**config.mk**
```make
export PLATFORM = sky130hd
export DESIGN_NAME = ps2_key_encoder
export DESIGN_NICKNAME = d
export VERILOG_FILES = /design/src/rtl/ps2_key_encoder.sv
export SDC_FILE = /design/constraint.sdc
export NUM_CORES = 1
export LEC_CHECK = 0
export CORE_ASPECT_RATIO = 0.7
export CORE_MARGIN = 1
export CORE_UTILIZATION = 33
export DETAILED_ROUTE_END_ITERATION = 7
export HOLD_SLACK_MARGIN = 0.15
export PLACE_DENSITY = 0.55
export SLEW_MARGIN = 40
export SYNTH_ARGS = -nofsm -noshare
export SYNTH_HDL_FRONTEND = slang
export SYNTH_SLANG_ARGS = --single-unit
export TNS_END_PERCENT = 5
```
**constraint.sdc**
```tcl
create_clock -name clk -period 2 [get_ports clk]
set_input_delay 0.5 -clock clk [delete_from_list [all_inputs] [get_ports clk]]
set_output_delay 0.5 -clock clk [all_outputs]
set_load 0.005 [all_outputs]
```
**src/rtl/ps2_key_encoder.sv**
```systemverilog
// rtl/ps2_key_encoder.sv - key level bank to ps2_key press/release event encoder
// Optional round-robin selection: define PS2_KEY_ENCODER_RR_EN.
module ps2_key_encoder #(
    parameter int NUM_KEYS = 16,
    parameter int GAP      = 4,
    parameter logic [NUM_KEYS*9-1:0] CODES = {
        9'h034, 9'h023, 9'h02B, 9'h02D, 9'h01B, 9'h01C, 9'h036, 9'h02E,
        9'h01E, 9'h016, 9'h011, 9'h014, 9'h174, 9'h16B, 9'h172, 9'h175
    }
) (
    input  logic                clk,
    input  logic                reset_n,
    input  logic                enable,
    input  logic [NUM_KEYS-1:0] keys,
    output logic [10:0]         ps2_key,
    output logic                event_stb,
    output logic                busy
);

    localparam int IW = (NUM_KEYS > 1) ? $clog2(NUM_KEYS) : 1;

    typedef enum logic [1:0] {S_IDLE, S_EMIT, S_GAP} state_t;

    state_t                state;
    state_t                state_next;
    logic [NUM_KEYS-1:0]   keys_m;
    logic [NUM_KEYS-1:0]   keys_s;
    logic [NUM_KEYS-1:0]   reported;
    logic [NUM_KEYS-1:0]   pending;
    logic [NUM_KEYS-1:0]   hi_mask;
    logic [NUM_KEYS-1:0]   search;
    logic [7:0]            cnt;
    logic [IW-1:0]         sel_q;
    logic                  lvl_q;
    logic [8:0]            entry_q;
    logic [IW-1:0]         sel_idx;
    logic                  sel_lvl;
    logic [8:0]            sel_entry;
    int                    start_i;

    assign pending = keys_s ^ reported;
    assign busy    = (state != S_IDLE);

`ifdef PS2_KEY_ENCODER_RR_EN
    logic [IW-1:0] last_q;

    assign start_i = (int'(last_q) == NUM_KEYS - 1) ? 0 : int'(last_q) + 1;

    always_ff @(posedge clk or negedge reset_n) begin
        if (!reset_n) begin
            last_q <= IW'(NUM_KEYS - 1);
        end else if (state == S_EMIT) begin
            last_q <= sel_q;
        end
    end
`else
    assign start_i = 0;
`endif

    // Search from start_i upward first; fall back to the whole vector to wrap around.
    always_comb begin
        hi_mask   = '0;
        sel_idx   = '0;
        sel_lvl   = 1'b0;
        sel_entry = '0;
        for (int i = 0; i < NUM_KEYS; i++) begin
            hi_mask[i] = (i >= start_i);
        end
        search = ((pending & hi_mask) != '0) ? (pending & hi_mask) : pending;
        for (int i = NUM_KEYS - 1; i >= 0; i--) begin
            if (search[i]) begin
                sel_idx   = IW'(i);
                sel_lvl   = keys_s[i];
                sel_entry = CODES[9*i +: 9];
            end
        end
    end

    always_ff @(posedge clk or negedge reset_n) begin
        if (!reset_n) begin
            state <= S_IDLE;
        end else begin
            state <= state_next;
        end
    end

    always_comb begin
        state_next = state;
        case (state)
            S_IDLE:  if (enable && (pending != '0)) state_next = S_EMIT;
            S_EMIT:  state_next = S_GAP;
            S_GAP:   if (cnt == 8'd0) state_next = S_IDLE;
            default: state_next = S_IDLE;
        endcase
    end

    always_ff @(posedge clk or negedge reset_n) begin
        if (!reset_n) begin
            keys_m    <= '0;
            keys_s    <= '0;
            reported  <= '0;
            ps2_key   <= '0;
            event_stb <= 1'b0;
            cnt       <= '0;
            sel_q     <= '0;
            lvl_q     <= 1'b0;
            entry_q   <= '0;
        end else begin
            keys_m    <= keys;
            keys_s    <= keys_m;
            event_stb <= 1'b0;
            case (state)
                S_IDLE: begin
                    if (enable && (pending != '0)) begin
                        sel_q   <= sel_idx;
                        lvl_q   <= sel_lvl;
                        entry_q <= sel_entry;
                    end
                end
                S_EMIT: begin
                    // The captured level is reported, so a later change re-pends the key.
                    ps2_key         <= {~ps2_key[10], lvl_q, entry_q};
                    reported[sel_q] <= lvl_q;
                    event_stb       <= 1'b1;
                    cnt             <= 8'(GAP - 1);
                end
                S_GAP: begin
                    if (cnt != 8'd0) cnt <= cnt - 8'd1;
                end
                default: ;
            endcase
        end
    end

endmodule
```
==> impl_metrics.env <==
export IMPL_syn_instance_count=338
export IMPL_cp_arrival_ps=2180
export IMPL_cp_max_fo=4
export IMPL_cts_root_buf="sky130_fd_sc_hd__clkbuf_16"
export IMPL_pwr_share_comb_pct=39.5
export IMPL_drive_above_1_share_pct=24.36
export IMPL_die_area_um2=11680
export IMPL_power_switching_share_pct=35.68
export IMPL_synth_top_cells_by_count="sky130_fd_sc_hd__dfrtp_1 (80), sky130_fd_sc_hd__nand2_1 (53), sky130_fd_sc_hd__inv_1 (16), sky130_fd_sc_hd__xor2_1 (16)"
export IMPL_cts_root_to_sink_buffers=2
export IMPL_ios=32
export IMPL_via_total_after_detailed_routing=2735
export IMPL_total_nets_final=445
export IMPL_synth_enable_flop_cells=0
export IMPL_critPathSlowestCell="sky130_fd_sc_hd__or4_1"
export IMPL_setup_violations=0
export IMPL_nFillCells=994
export IMPL_grt_first_pass_wirelength_mm=13.97
export IMPL_post_route_period_util_pct=96.44
export IMPL_synth_seq_area_share_pct=53.93
export IMPL_most_instantiated_library_cell_after_synthesis="sky130_fd_sc_hd__dfrtp_1"
export IMPL_wl_mm=8.420
export IMPL_timing_critical_path_cells="xor2_1, buf_4, or4_1, a41oi_2, o21ai_1, a22oi_1"
export IMPL_grt_max_degree=35
export IMPL_grt_usage_pct=16.04
export IMPL_worstPathBufferInverterCount=1
export IMPL_seqPwrFrac_pct=37.7
export IMPL_mappedNetlistArea_um2=3712
export IMPL_core_um2=10630
export IMPL_cell_internal_power_mw=4.271
export IMPL_cts_sinks=80
export IMPL_setup_total_negative_slack_ps=0
export IMPL_globalRoute_totalOverflow=0
export IMPL_antenna_cells=0
export IMPL_numCtsBuffers=9
export IMPL_starting_density_of_the_core_pct=34.93
export IMPL_vias_per_cell=4.757
export IMPL_gp_congestion=0.8924
export IMPL_design_power_total_mw=6.639
export IMPL_synthTopCellsByArea="sky130_fd_sc_hd__dfrtp_1 (54%), sky130_fd_sc_hd__nand2_1 (5.4%), sky130_fd_sc_hd__mux2_2 (4.6%), sky130_fd_sc_hd__xor2_1 (3.8%), sky130_fd_sc_hd__xnor2_2 (3.1%)"
export IMPL_cell_family_contributing_the_most_delay_on_the_critical_path="simple AND/OR/NAND/NOR gates"
export IMPL_first_global_vias=2714
export IMPL_cts_max_level=3
export IMPL_max_slew_worst_pin_slew_ps=697.1
export IMPL_drc_errors=0
export IMPL_layout_setup_ws_ps=71.13
export IMPL_slew_headroom_pct=53.53
export IMPL_postSynth_asyncResetShare_pct=100.0
export IMPL_switching_power_mw=2.369
export IMPL_cp_slowest_stage_delay_ps=530
export IMPL_area_growth_syn_to_layout_pct=31.88
export IMPL_hold_violations=0
export IMPL_maxClockFrequency_mhz=518.4
export IMPL_routedWlPerCell_um=14.64
export IMPL_worstSkewPairLatency_ps=340
export IMPL_maximum_resistive_drop_on_vdd_mv=0.4731
export IMPL_hpwlAfterDp_mm=6.385
export IMPL_timing_critical_path_to_type="flop"
export IMPL_drt_first_pass_iters=4
export IMPL_die_w_um=128.8
export IMPL_synth_ff_latch_count=80
export IMPL_clock_power_share_pct=22.8
export IMPL_num_rows=31
export IMPL_clkSlewWorstSetupHoldPaths_ps=60
export IMPL_synthesis_area_per_instance_um2=10.98
export IMPL_netlist_area_leader_share_pct=53.93
export IMPL_clock_period_minus_final_worst_setup_slack_ps=1929
export IMPL_status="completed"
export IMPL_worst_setup_path_type="flop to flop"
export IMPL_antenna_found_initial=0
export IMPL_max_cap_viol_count=0
export IMPL_post_synth_net_total=360
export IMPL_ys_warn_count=0
export IMPL_min_path_type="flop to flop"
export IMPL_timing_critical_path_from_type="flop"
export IMPL_synth_largest_area_cell="sky130_fd_sc_hd__dfrtp_1"
export IMPL_fp_dieH_um=90.74
export IMPL_synth_flop_cell="sky130_fd_sc_hd__dfrtp_1"
export IMPL_ant_nets=0
export IMPL_required_ps=2260
export IMPL_final_setup_skew_ps=6.289
export IMPL_detail_route_iter0_violations=198
export IMPL_post_synth_cell_types=54
export IMPL_timing_final_max_slew_violations=0
export IMPL_grt_setup_unrepaired="true"
export IMPL_clock_tree_from_tritoncts="built"
export IMPL_place_worst_setup_slack_ps=-37.11
export IMPL_power_density_nw_per_um2=1356
export IMPL_static_leakage_power_nw=2.187
export IMPL_placement_io_buffers=30
state kept, by name (all words and copies together) (netlist names):
name / cells
reported: 16
keys_m: 16
event_stb: 1
ps2_key: 9
sel_q: 4
state: 2
lvl_q: 1
keys_s: 16
cnt: 8
entry_q: 7
area by class of cell:
class	instances	area, um2	area share (%)
multi-input combinational	232	1662	33.94
timing repair buffer	82	705.7	14.41
inverter	18	67.56	1.380
sequential	80	2002	40.89
clock buffer	12	256.5	5.239
tap	148	185.2	3.782
clock inverter	3	17.52	0.3578
cell families (layout without fill, tap and decap cells):
logic type	after synthesis	count (layout)	share of synthesized area [%]
AND/OR/NAND/NOR	117	117	15.20
adder cells (fa/ha/maj)	5	5	1.551
buffers and inverters	26	115	2.864
other	1	1	0.1010
multiplexers	17	17	5.224
flip-flops	80	80	53.93
AO/OA/AOI/OAI	60	60	11.66
XOR/XNOR	32	32	9.471
power groups by stage:
stage	clock (mW)	sequential [mW]	combinational, mW
floorplan	0	2.41	1.47
global placement	0	2.51	2.54
detailed placement	0	2.52	2.57
CTS	1.58	2.49	2.59
global route	1.64	2.57	2.90
finish	1.52	2.50	2.62
repair_timing:
item | CTS | global route
hold buffers | 1 | 0
pin swaps | 1 | 3
gates resized for setup | 3 | 10
buffers inserted | 1 | 0
hold endpoints to repair | 25 | 0
endpoints found under the setup margin | 2 | 9
through the flow:
| stage | instances | hold WS (ps) | utilization (%) | instance area, um2 |
|---|---|---|---|---|
| 2_1_floorplan | 338 | 204.4 | - | 3712 |
| 3_3_place_gp | 558 | 333.0 | 42.76 | 4544 |
| 3_5_place_dp | 558 | 334.7 | 42.76 | 4544 |
| 4_1_cts | 575 | 347.5 | 45.57 | 4843 |
| 5_1_grt | 575 | 353.0 | 46.07 | 4896 |
| 6_report | 575 | 344.3 | 46.07 | 4896 |
placed cells by master (no fill, tap or decap), types with 3 or more instances in the layout:
cell type / synthesis / final
sky130_fd_sc_hd__o21ai_0: 14 / 13
sky130_fd_sc_hd__inv_1: 16 / 16
sky130_fd_sc_hd__clkbuf_16: 0 / 9
sky130_fd_sc_hd__nand4_1: 4 / 4
sky130_fd_sc_hd__o31ai_1: 5 / 5
sky130_fd_sc_hd__nor2_1: 15 / 15
sky130_fd_sc_hd__clkdlybuf4s50_1: 0 / 28
sky130_fd_sc_hd__xor2_1: 16 / 16
sky130_fd_sc_hd__nand4_2: 3 / 3
sky130_fd_sc_hd__buf_4: 2 / 50
sky130_fd_sc_hd__a31oi_1: 3 / 3
sky130_fd_sc_hd__nor2b_1: 7 / 7
sky130_fd_sc_hd__xnor2_2: 7 / 10
sky130_fd_sc_hd__nor3_1: 9 / 9
sky130_fd_sc_hd__a41oi_1: 4 / 3
sky130_fd_sc_hd__o211ai_1: 4 / 4
sky130_fd_sc_hd__dfrtp_1: 80 / 80
sky130_fd_sc_hd__nand2_1: 53 / 53
sky130_fd_sc_hd__o2111ai_1: 4 / 4
sky130_fd_sc_hd__nand2b_1: 6 / 6
sky130_fd_sc_hd__xnor2_1: 8 / 4
sky130_fd_sc_hd__mux2_2: 15 / 15
sky130_fd_sc_hd__a21oi_1: 9 / 9
sky130_fd_sc_hd__nand3_1: 10 / 10
sky130_fd_sc_hd__nor4_1: 3 / 3
worst paths after layout:
kind,from,end,slack [ps],cells past startpoint
worst max-delay path,reported[13]$_DFFE_PN0P_,entry_q[4]$_DFFE_PN0P_,70,6
worst min-delay path,keys_m[11]$_DFF_PN0_,keys_s[11]$_DFF_PN0_,340,0
max in group asynchronous,reset_n,keys_s[15]$_DFF_PN0_,770,3
worst max register to register,reported[13]$_DFFE_PN0P_,entry_q[4]$_DFFE_PN0P_,70,6
worst min register to register,keys_m[11]$_DFF_PN0_,keys_s[11]$_DFF_PN0_,340,0
min in group asynchronous,reset_n,ps2_key[5]$_DFFE_PN0P_,630,2
layer usage:
metal / vias up / global-route usage, % / routed length, um / share of wire, %
li1: 1355 / - / - / -
met1: 1307 / 22.81 / 4296 / 51
met2: 63 / 23.02 / 3530 / 42
met3: 10 / 4.502 / 463 / 5.5
met4: 0 / 5.784 / 130 / 1.5
met5: - / 0 / 0 / 0
Power figures use the tool's default switching activity.
